<file path="config.mk">
export PLATFORM = sky130hd
export DESIGN_NAME = ps2_keyboard_rx
export DESIGN_NICKNAME = d
export VERILOG_FILES = /design/src/rtl/ps2_keyboard_rx.sv
export SDC_FILE = /design/constraint.sdc
export NUM_CORES = 1
export LEC_CHECK = 0
export ABC_AREA = 1
export CAP_MARGIN = 20
export CORE_UTILIZATION = 53
export DETAILED_ROUTE_END_ITERATION = 16
export GPL_TIMING_DRIVEN = 0
export PLACE_DENSITY = 0.76
export SLEW_MARGIN = 25
export SYNTH_ARGS = -nofsm -noshare
export SYNTH_HDL_FRONTEND = slang
export SYNTH_SLANG_ARGS = --single-unit
</file>
<file path="constraint.sdc">
create_clock -name CLK_50M -period 2 [get_ports CLK_50M]
set_clock_uncertainty 0.15 [all_clocks]
set_input_delay 0.4 -clock CLK_50M [delete_from_list [all_inputs] [get_ports CLK_50M]]
set_output_delay 0.4 -clock CLK_50M [all_outputs]
set_load 0.01 [all_outputs]
</file>
<file path="src/rtl/ps2_keyboard_rx.sv">
// ============================================================================
// Module  : ps2_keyboard_rx
// Brief   : PS/2 keyboard receiver. Synchronizes and de-glitches the raw
//           PS/2 lines, deframes 11-bit device-to-host frames, and decodes
//           set-2 make/break codes into an ASCII key plus a held flag.
// Revision: 1.0  initial release
// ============================================================================
`default_nettype none

module ps2_keyboard_rx #(
  parameter int FILTER_LEN     = 8,
  parameter int TIMEOUT_CYCLES = 50000
) (
  input  logic       CLK_50M,
  input  logic       RST,
  input  logic       ps2_clk,
  input  logic       ps2_data,
  output logic [7:0] ps2_byte,
  output logic       ps2_state,
  output logic [7:0] scan_code,
  output logic       scan_valid,
  output logic       frame_err
);

  localparam int c_FW = $clog2(FILTER_LEN) + 1;
  localparam int c_TW = $clog2(TIMEOUT_CYCLES + 1);
  localparam logic [c_FW-1:0] c_FILT_LAST = c_FW'(FILTER_LEN - 1);
  localparam logic [c_TW-1:0] c_TMO_LAST  = c_TW'(TIMEOUT_CYCLES - 1);
  localparam logic [7:0] c_CODE_EXT = 8'hE0;
  localparam logic [7:0] c_CODE_BRK = 8'hF0;

  typedef enum logic [1:0] {
    S_IDLE   = 2'd0,
    S_DATA   = 2'd1,
    S_PARITY = 2'd2,
    S_STOP   = 2'd3
  } state_t;

  logic            r_clk_s1, r_clk_s2, r_dat_s1, r_dat_s2;
  logic            r_filt_clk;
  logic [c_FW-1:0] r_filt_cnt;
  logic            w_strobe;

  state_t          r_state, w_state_n;
  logic [2:0]      r_bitcnt, w_bitcnt_n;
  logic [7:0]      r_shift, w_shift_n;
  logic            r_par_ok, w_par_ok_n;
  logic [c_TW-1:0] r_tmo, w_tmo_n;
  logic            w_good, w_err;

  logic            r_ext, r_brk;
  logic            w_mapped;
  logic [7:0]      w_ascii;

  // Two-flop synchronizers on both raw lines, preset to the idle-high level.
  always_ff @(posedge CLK_50M) begin
    if (RST) begin
      r_clk_s1 <= 1'b1;
      r_clk_s2 <= 1'b1;
      r_dat_s1 <= 1'b1;
      r_dat_s2 <= 1'b1;
    end else begin
      r_clk_s1 <= ps2_clk;
      r_clk_s2 <= r_clk_s1;
      r_dat_s1 <= ps2_data;
      r_dat_s2 <= r_dat_s1;
    end
  end

  // Filtered clock follows the synced clock only after FILTER_LEN differing samples in a row.
  always_ff @(posedge CLK_50M) begin
    if (RST) begin
      r_filt_clk <= 1'b1;
      r_filt_cnt <= '0;
    end else if (r_clk_s2 == r_filt_clk) begin
      r_filt_cnt <= '0;
    end else if (r_filt_cnt == c_FILT_LAST) begin
      r_filt_clk <= r_clk_s2;
      r_filt_cnt <= '0;
    end else begin
      r_filt_cnt <= r_filt_cnt + 1'b1;
    end
  end

  // Sample strobe: the cycle in which the filtered clock is about to fall.
  assign w_strobe = r_filt_clk && !r_clk_s2 && (r_filt_cnt == c_FILT_LAST);

  // Frame FSM state and datapath registers.
  always_ff @(posedge CLK_50M) begin
    if (RST) begin
      r_state  <= S_IDLE;
      r_bitcnt <= '0;
      r_shift  <= '0;
      r_par_ok <= 1'b0;
      r_tmo    <= '0;
    end else begin
      r_state  <= w_state_n;
      r_bitcnt <= w_bitcnt_n;
      r_shift  <= w_shift_n;
      r_par_ok <= w_par_ok_n;
      r_tmo    <= w_tmo_n;
    end
  end

  // Frame FSM next-state: deframing, parity/stop checking and inactivity timeout.
  always_comb begin
    w_state_n  = r_state;
    w_bitcnt_n = r_bitcnt;
    w_shift_n  = r_shift;
    w_par_ok_n = r_par_ok;
    w_tmo_n    = '0;
    w_good     = 1'b0;
    w_err      = 1'b0;
    case (r_state)
      S_IDLE: begin
        if (w_strobe) begin
          if (!r_dat_s2) begin
            w_state_n  = S_DATA;
            w_bitcnt_n = '0;
          end else begin
            w_err = 1'b1;
          end
        end
      end
      S_DATA: begin
        if (w_strobe) begin
          w_shift_n  = {r_dat_s2, r_shift[7:1]};
          w_bitcnt_n = r_bitcnt + 3'd1;
          if (r_bitcnt == 3'd7) w_state_n = S_PARITY;
        end
      end
      S_PARITY: begin
        if (w_strobe) begin
          w_par_ok_n = (^r_shift) ^ r_dat_s2;
          w_state_n  = S_STOP;
        end
      end
      default: begin
        if (w_strobe) begin
          if (r_dat_s2 && r_par_ok) w_good = 1'b1;
          else                      w_err  = 1'b1;
          w_state_n = S_IDLE;
        end
      end
    endcase
    // Inactivity timeout applies to every in-frame state.
    if (r_state != S_IDLE && !w_strobe) begin
      if (r_tmo == c_TMO_LAST) begin
        w_state_n = S_IDLE;
        w_err     = 1'b1;
      end else begin
        w_tmo_n = r_tmo + 1'b1;
      end
    end
  end

  // Registered frame results.
  always_ff @(posedge CLK_50M) begin
    if (RST) begin
      scan_code  <= '0;
      scan_valid <= 1'b0;
      frame_err  <= 1'b0;
    end else begin
      scan_valid <= w_good;
      frame_err  <= w_err;
      if (w_good) scan_code <= r_shift;
    end
  end

  // Set-2 scan code to ASCII lookup for the supported keys.
  always_comb begin
    w_mapped = 1'b1;
    w_ascii  = 8'h00;
    case (scan_code)
      8'h1C: w_ascii = 8'h41;  8'h32: w_ascii = 8'h42;  8'h21: w_ascii = 8'h43;
      8'h23: w_ascii = 8'h44;  8'h24: w_ascii = 8'h45;  8'h2B: w_ascii = 8'h46;
      8'h34: w_ascii = 8'h47;  8'h33: w_ascii = 8'h48;  8'h43: w_ascii = 8'h49;
      8'h3B: w_ascii = 8'h4A;  8'h42: w_ascii = 8'h4B;  8'h4B: w_ascii = 8'h4C;
      8'h3A: w_ascii = 8'h4D;  8'h31: w_ascii = 8'h4E;  8'h44: w_ascii = 8'h4F;
      8'h4D: w_ascii = 8'h50;  8'h15: w_ascii = 8'h51;  8'h2D: w_ascii = 8'h52;
      8'h1B: w_ascii = 8'h53;  8'h2C: w_ascii = 8'h54;  8'h3C: w_ascii = 8'h55;
      8'h2A: w_ascii = 8'h56;  8'h1D: w_ascii = 8'h57;  8'h22: w_ascii = 8'h58;
      8'h35: w_ascii = 8'h59;  8'h1A: w_ascii = 8'h5A;
      8'h45: w_ascii = 8'h30;  8'h16: w_ascii = 8'h31;  8'h1E: w_ascii = 8'h32;
      8'h26: w_ascii = 8'h33;  8'h25: w_ascii = 8'h34;  8'h2E: w_ascii = 8'h35;
      8'h36: w_ascii = 8'h36;  8'h3D: w_ascii = 8'h37;  8'h3E: w_ascii = 8'h38;
      8'h46: w_ascii = 8'h39;
      8'h29: w_ascii = 8'h20;  8'h5A: w_ascii = 8'h0D;
      default: w_mapped = 1'b0;
    endcase
  end

  // Make/break decoder; prefix flags live for exactly one following code.
  always_ff @(posedge CLK_50M) begin
    if (RST) begin
      r_ext     <= 1'b0;
      r_brk     <= 1'b0;
      ps2_byte  <= '0;
      ps2_state <= 1'b0;
    end else if (scan_valid) begin
      if (scan_code == c_CODE_EXT) begin
        r_ext <= 1'b1;
      end else if (scan_code == c_CODE_BRK) begin
        r_brk <= 1'b1;
      end else begin
        r_ext <= 1'b0;
        r_brk <= 1'b0;
        if (!r_ext && w_mapped) begin
          if (!r_brk) begin
            ps2_byte  <= w_ascii;
            ps2_state <= 1'b1;
          end else if (w_ascii == ps2_byte) begin
            ps2_state <= 1'b0;
          end
        end
      end
    end else if (frame_err) begin
      r_ext <= 1'b0;
      r_brk <= 1'b0;
    end
  end

endmodule

`default_nettype wire

</file>
# After elaboration in Yosys (flattened, before gate mapping)
# Cells that the tools add are included.
# totals
out_inout_bits	19
elab_cells	140
input_bits	4
register_bits	60
# classes
n_addsub	3
bitwise	6
n_reduce_logical	26
n_eq_ne	53
muxes	34
# ops
op	count
$pmux 7 s38	1
$eq 8x6->1 const B	23
$eq 8x7->1 const B	8
$eq 8x5->1 const B	7
$reduce_or 38->1	1
$mux 1	19
$add 16x1->16 const B	1
$eq 16x16->1 const B	1
$eq 8x8->1 const B	2
$mux 2	8
$reduce_and 2->1	5
$reduce_and 5->1	2
$mux 3	3
$reduce_or 3->1	3
$eq 8x8->1	1
$ne 2x2->1 const B	4
$reduce_xor 8->1	1
$pmux 2 s3	1
$pmux 3 s2	1
$reduce_bool 2->1	3
$logic_and 1x1->1	5
$not 1->1	5
$add 4x1->4 const B	1
$eq 4x3->1 const B	1
other kinds (13)	15

# Longest topological paths before layout
# Gate-level depths: netlist of the first run.
# logic_depth
word_depth	7
depth_mapped	17
depth_no_buf	17

# Least setup slack after synthesis of the first run
# Ideal clock, no wire load.
# synth_timing
kind	register to register
startpoint	reg scan_code[5]
endpoint	reg ps2_byte[1]
t_required_ps	1717
period_less_slack_ps	1914
slack_ps	86
n_path_buf	2
arrival_ps	1631
setup_ps	133
path_stages_with_launch	14
cell_sequence	dfxtp_1 nand2_1 nor2_2 buf_6 nand2_1 nand2_1 nor2_1 nand2_1 nor2_1 a21oi_2 nand2_2 buf_6 nor2_1 a211oi_2
# synth_between
elab_chain_len	5
elab_cells_between_ends	47
classes_between	40 x eq/ne; 2 x mux; 2 x bitwise; 3 x reduce/logical
# synth_lines
element	line_no	rtl
start, declared	20	output logic [7:0] scan_code,
start signal, assigned	166	if (w_good) scan_code <= r_shift;
$eq 8x7->1 (tied with other cells)	174	case (scan_code)
$reduce_or 38->1 (no source line)	-	
$mux 1	174	
$logic_and 1x1->1	208	if (!r_ext && w_mapped) begin
$reduce_and 5->1 (no source line)	-	
end signal, assigned	210	ps2_byte <= w_ascii;
end, declared	18	output logic [7:0] ps2_byte,
# Several ways; a longest one is shown, not always the timed one.
# A chain may end at the register's enable or synchronous reset.

# Final worst setup path of the first run
# layout_timing
startpoint	reg scan_code[6]
endpoint	reg ps2_state
# layout_between
elab_chain_len	5
elab_cells_between_ends	49
classes_between	42 x eq/ne; 2 x mux; 2 x bitwise; 3 x reduce/logical
# layout_lines
element	line_no	rtl
$eq 8x7->1 (tied with other cells)	174	
$pmux 7 s38 or $reduce_or 38->1 (tied branches)	-	
$eq 8x8->1 or $mux 1 (tied branches)	212, 174	
$ne 2x1->1 (no source line) or $logic_and 1x1->1 (tied branches)	-	
$reduce_and 5->1 (no source line) (*)	-	
end signal, assigned	199	ps2_state <= 1'b0;
end signal, assigned	211	ps2_state <= 1'b1;
end signal, assigned	213	ps2_state <= 1'b0;
end, declared	19	output logic ps2_state,
# Mark *: on every way between the ends. The rest lies on a longest branch, timed or not.

==> flow_metrics.tcl, run 1 <==
set metrics [dict create \
    netlist.area_leader.share_pct 35.9 \
    violations "negative setup slack" \
    switching_share_pct 22.6 \
    htree_levels 3 \
    dieArea_sq_um 6540 \
    end_kind "flop" \
    synth_top_flop_cell "dfxtp_1" \
    synth_fp_nets 517 \
    pwr-share-comb_pct 3.5 \
    p_per_area_nw_per_um2 541 \
    yosysTopAreaCell "dfxtp_1" \
    cts_tree "yes" \
    synth_area_leaders "dfxtp_1 (36%), nand2_1 (13%), nor2_1 (9.9%)" \
    ys_top_cells_by_count "nand2_1 (114), nor2_1 (87), dfxtp_1 (59)" \
    outcome "finished, violations left" \
    max_freq_ghz 0.470 \
    min_from "r_clk_s1" \
    startpoint_type "flop" \
    grt_max_degree 12 \
    yosysSeqAreaShare_pct 35.9 \
    hold_class "reg -> reg" \
    ys_ff_latch 59 \
    routedWlPerCell_um 14.2 \
    n_antenna_cell 0 \
    antenna_found_initial 0 \
    critical_path_class "reg -> reg" \
    die_w_um 80.8 \
    fin_area_sq_um 4560 \
    synth.distinct_cells 36 \
    holdPathStages 1 \
    min_to "r_clk_s2" \
    critPathSlowestCell "dfxtp_4" \
    critPathMaxStageDelay_ns 0.38 \
    ys.warnings.count 0 \
    overflow 0 \
    pwr-share-clk_pct 48.7 \
    r2r-end "ps2_state" \
    nNetsFinal 580 \
    synth_area_sq_um 3290 \
    vias 3569 \
    pwr-share-seq_pct 47.8 \
    hpwl_um 5730 \
    synthesis.instances 503 \
    tns_ns -0.499 \
    io_pins 23 \
    syn2layout_area_growth_pct 38.5 \
    hold_viol 0 \
    core_area_sq_um 5960 \
    setup_ws_ns -0.126 \
    clk_pin_slew_ns 0.08 \
    arrival_ns 2.19 \
    synth.most_common_cell "nand2_1" \
    viasPerCell 5.52 \
    post-route-period-util_pct 106 \
    cp_common_cell "nand2_1" \
    grt_pass1_wl_um 13500 \
    rows 28 \
    holdBufCountCts 0 \
    setup_viol 8 \
    ir_drop_mv 0.809 \
    cp_data_required_time_ns 2.07 \
    first_global_vias 3201 \
    reg2reg_slack_ns -0.13 \
    clock_latency_ns 0.35 \
    crit_chain "inv_4 > nand2_8 > nor2_4 > buf_12 > nand2_1 > nand2_1 > nor2_1 > nand3_1 > o21ai_1 > nand3_2 > nor2_2 > nand3_1 > nand2_1 > a21oi_1" \
    rr_worst_depth 14 \
    p_leak_nw 2.14 \
    place_congestion 0.937 \
    drive_gt1_share_pct 32.2 \
    firstDrtPassIters 5 \
    power_switching_w 0.000557 \
    async_flop_share_pct 0 \
    initial_utilization_pct 55.3 \
    cts_buffers 9 \
    routed_wl_um 9190 \
    cp_max_fo 7 \
    reg2reg_from "scan_code[6]" \
    dpl_cell_area_sq_um 3600 \
    rsz0062_at_grt "yes" \
    internal_power_w 0.00191 \
    drt_iter0_markers 162 \
    syn_area_per_cell_sq_um 6.55 \
    fin_crit_ns 2.13 \
    maxCapViolations 0 \
    worst_pin_slew_ns 0.502 \
    slew_viol_final 0 \
    cts.root.buffer_cell "clkbuf_8" \
    remaining_drc_errors 0 \
    grt_usage_pct 27.2 \
    cts_buffer_depth 2 \
    port_buffers 21 \
    die_y_um 80.8 \
    synth_edf_count 0 \
    antenna_left 0 \
    cts.sinks 59 \
    slew_headroom_pct 66.5 \
]
[metrics by stage]
stage / cells / worst slack (ns) / power (W) / util (%) / hold slack, ns
6_report: 646 / -0.126 / 0.00247 / 76.6 / 0.260
5_1_grt: 646 / -0.200 / 0.00254 / 76.6 / 0.275
4_1_cts: 631 / -0.0109 / 0.00248 / 70.0 / 0.262
3_5_place_dp: 599 / -0.306 / 0.00129 / 60.4 / 0.245
3_3_place_gp: 599 / -0.265 / 0.00129 / 60.4 / 0.241
2_1_floorplan: 503 / 0.0859 / 0.00127 / - / 0.239
[layout make-up]
class | instances | area [sq um]
fillers | 444 | 1390
repair buffers | 50 | 444
flip-flops and latches | 59 | 1210
inverters | 61 | 239
multi-input cells | 377 | 2290
plain buffers | 8 | 60.1
well taps | 75 | 93.8
clock buffers | 10 | 128
clock inverters | 6 | 90.1
[placed cells by master (no fill, tap or decap), types with 5 or more instances in the layout]
master / count
nand2_1: 68
clkbuf_8: 9
dfxtp_1: 49
buf_4: 28
nand3_1: 23
xor2_1: 5
ha_1: 9
nor2_1: 62
nand4_1: 9
or2_2: 5
inv_1: 47
a21oi_1: 34
nor2_2: 18
inv_2: 11
xnor2_1: 5
o21ai_0: 30
nand3_2: 6
nand2_4: 16
nor2_4: 19
nand2_2: 35
dfxtp_4: 8
clkdlybuf4s50_1: 21
[cell families (layout without fill, tap and decap cells)]
group | after synthesis | after routing | synth area share [%]
DFF | 59 | 59 | 35.9
and+or+nand+nor | 273 | 275 | 35.7
buffers and inverters | 69 | 135 | 8.43
AOI/OAI and AO/OA | 81 | 81 | 13.4
other | 1 | 1 | 0.114
xor gates and xnor gates | 10 | 10 | 2.66
adders and majority gates | 10 | 10 | 3.80
[state kept, by name, indices dropped and copies added, names as in the netlist, 2 cells and up]
name / count
r_tmo: 16
r_shift: 8
scan_code: 8
ps2_byte: 7
r_filt_cnt: 4
r_bitcnt: 3
r_state: 2
[worst max path at each step]
| stage | startpoint | cells past startpoint | end |
|---|---|---|---|
| floorplan | scan_code[5] | 13 | ps2_byte[1] |
| global placement | r_filt_cnt[0] | 9 | r_bitcnt[0] |
| detailed placement | r_filt_cnt[0] | 9 | r_bitcnt[0] |
| CTS | scan_code[5] | 13 | ps2_byte[6] |
| global route | scan_code[4] | 15 | ps2_state |
| finish | scan_code[6] | 14 | ps2_state |
[worst max-delay path: cells and delay by family (launching register included)]
kind	cells	cell delay [ns]
compound gates	2	0.28
buf+inv	2	0.19
flops	1	0.38
simple gates	10	0.97
[power by group through the flow]
stage          logic (W)  clock network (W)  registers (W)
2_1_floorplan  0.0000546                  0        0.00121
3_3_place_gp   0.0000750                  0        0.00122
3_5_place_dp   0.0000759                  0        0.00122
4_1_cts        0.0000772            0.00121        0.00119
5_1_grt        0.0000966            0.00127        0.00118
6_report       0.0000860            0.00120        0.00118
[layer usage]
metal,vias to the layer above,part of all wire [%],track usage [%]
met4,0,3.3,17.1
met5,-,0,0
li1,1761,-,-
met2,102,52,48.8
met1,1672,41,29.3
met3,34,3.8,4.94
[repair_timing]
action                                  4_1_cts  5_1_grt
gates cloned                                  3        1
pin swaps                                    31       36
gates resized for setup                      80       89
endpoints found under the setup margin       25       26
buffers inserted                             13       14
No activity file was read; power rests on OpenSTA's default activity.
==> inputs of run 2 (changes only) <==
PLACE_DENSITY = unset   (was 0.76)
PLACE_DENSITY_LB_ADDON = 0.08   (was unset)
==> run 2 against run 1 <==
The run still ends with negative setup slack left. Design area shrank 1.6%. Critical path depth is the same. Total power grew 7.8%. Largest cell class unchanged. Largest power group unchanged. Core utilization shrank 1.2 points. Hold slack lost 0.0034 ns. Global-route usage shrank 1.2 points.
==> flow_metrics.tcl, run 2 (synthesis gave the netlist of run 1 again) <==
set metrics [dict create \
    grt_usage_pct 26.0 \
    hold_viol 0 \
    pwr-share-seq_pct 44.4 \
    reg_top3 "r_tmo (16), r_shift (8), scan_code (8)" \
    clk_pin_slew_ns 0.07 \
    hold_class "reg -> reg" \
    drive_gt1_share_pct 30.6 \
    cts_tree "yes" \
    final_util_pct 75.4 \
    post-route-period-util_pct 105 \
    min_from "r_dat_s1" \
    port_buffers 21 \
    min_to "r_dat_s2" \
    rsz0062_at_grt "yes" \
    overflow 0 \
    cts.sinks 59 \
    routedWlPerCell_um 13.9 \
    slew_viol_final 0 \
    maxCapViolations 0 \
    switching_share_pct 19.8 \
    pwr-share-clk_pct 52.5 \
    reg2reg_slack_ns -0.11 \
    largest-register "r_tmo" \
    cts_buffers 9 \
    die_w_um 80.8 \
    p_leak_nw 2.04 \
    setup_ws_ns -0.105 \
    routed_wl_um 8840 \
    worstSetupStartpoint "scan_code[1]" \
    worst_pin_slew_ns 0.561 \
    cp_data_required_time_ns 2.06 \
    layout_commonest_cell "nand2_1" \
    max_freq_ghz 0.475 \
    antenna_left 0 \
    rr_worst_depth 14 \
    setup_viol 7 \
    syn2layout_area_growth_pct 36.3 \
    drt_iter0_markers 202 \
    die_y_um 80.8 \
    critical_path_class "reg -> reg" \
    cts_buffer_depth 2 \
    arrival_ns 2.16 \
    internal_power_w 0.00213 \
    final_cell_mix "nand2_1 (69), nor2_1 (61), inv_1 (49), dfxtp_1 (49), nand2_2 (39)" \
    viasPerCell 5.37 \
    worst-path-buf-inv 2 \
    critPathMaxStageDelay_ns 0.39 \
    rows 28 \
    first_global_vias 3010 \
    vias 3426 \
    pwr-share-comb_pct 3.2 \
    power_switching_w 0.000526 \
    grt_pass1_wl_um 13000 \
    reg2reg_from "scan_code[1]" \
    nNetsFinal 572 \
    r2r-end "ps2_state" \
    core_area_sq_um 5960 \
    initial_utilization_pct 55.3 \
    holdBufCountCts 0 \
    p_per_area_nw_per_um2 592 \
    critPathSlowestCell "dfxtp_4" \
    end_kind "flop" \
    violations "negative setup slack" \
    holdPathStages 1 \
    cpLargestDelayFamily "simple AND/OR/NAND/NOR gates" \
    cp_max_fo 7 \
    crit_chain "inv_2 > nand2_4 > nor2_4 > nand2_2 > buf_4 > nand2_1 > nor2_1 > nand3_2 > o21ai_1 > nand3_1 > nor2_1 > nand3_1 > nand2_1 > a21oi_1" \
    largest_register_ff_count 16 \
    place_congestion 0.981 \
    startpoint_type "flop" \
    io_pins 23 \
    n_antenna_cell 0 \
    outcome "finished, violations left" \
    dieArea_sq_um 6540 \
    antenna_found_initial 0 \
    remaining_drc_errors 0 \
    slew_headroom_pct 62.6 \
    htree_levels 3 \
    cts.root.buffer_cell "clkbuf_8" \
    ir_drop_mv 0.817 \
    firstDrtPassIters 8 \
    clock_latency_ns 0.34 \
    grt_max_degree 11 \
    hpwl_um 5730 \
    total_power_w 0.00266 \
    fin_crit_ns 2.11 \
]
run 2: cell types whose count changed in the layout (fill, tap and decap cells not counted), sizes merged:
cell,delta
nand2,-1
clkbuf,+2
bufinv,+1
clkinv,-2
buf,-7
clkinvlp,-1
run 2: cell type report:
type	count	area, sq um
fillers	448	1470
plain buffers	8	60.1
clock inverters	4	95.1
inverters	61	244
clock buffers	12	165
multi-input cells	376	2230
flip-flops and latches	59	1210
well taps	75	93.8
repair buffers	43	392
run 2: worst max path at each step:
| stage | to | slack, ns | depth (start not counted) |
|---|---|---|---|
| after detailed placement | r_bitcnt[0] | -0.29 | 9 |
| after CTS | ps2_byte[1] | -0.04 | 13 |
| after global routing | ps2_state | -0.22 | 16 |
| final | ps2_state | -0.11 | 14 |
| after floorplan | ps2_byte[1] | 0.09 | 13 |
| after global placement | r_bitcnt[0] | -0.24 | 9 |
run 2: power groups by stage:
stage	clock network (W)	logic, W	registers (W)
finish	0.00139	0.0000840	0.00118
global route	0.00147	0.0000952	0.00118
CTS	0.00142	0.0000777	0.00119
detailed placement	0	0.0000764	0.00122
global placement	0	0.0000745	0.00122
floorplan	0	0.0000546	0.00121
run 2: timing repair:
action / in CTS / in global routing
resized for setup: 42 / 114
setup buffers: 2 / 18
endpoints found under the setup margin: 27 / 20
cloned: 1 / 2
pin swaps: 3 / 38
endpoints found under the hold margin: 0 / 0
run 2: metrics by stage:
step | hold slack (ns) | area (sq um) | worst slack, ns | TNS (ns) | std cells
after CTS | 0.259 | 3990 | -0.0421 | -0.115 | 618
after global placement | 0.241 | 3600 | -0.240 | -2.68 | 599
after global routing | 0.265 | 4490 | -0.219 | -1.12 | 638
final | 0.257 | 4490 | -0.105 | -0.383 | 638
after detailed placement | 0.245 | 3600 | -0.287 | -3.65 | 599
after floorplan | 0.239 | 3290 | 0.0859 | 0 | 503
run 2: per-layer routing:
| layer | wire length (um) | up-vias | GRT usage [%] |
|---|---|---|---|
| met5 | 0 | - | 0 |
| met4 | 408 | 0 | 17.0 |
| met3 | 369 | 43 | 4.61 |
| met2 | 4500 | 95 | 46.1 |
| met1 | 3560 | 1550 | 28.3 |
| li1 | - | 1738 | - |
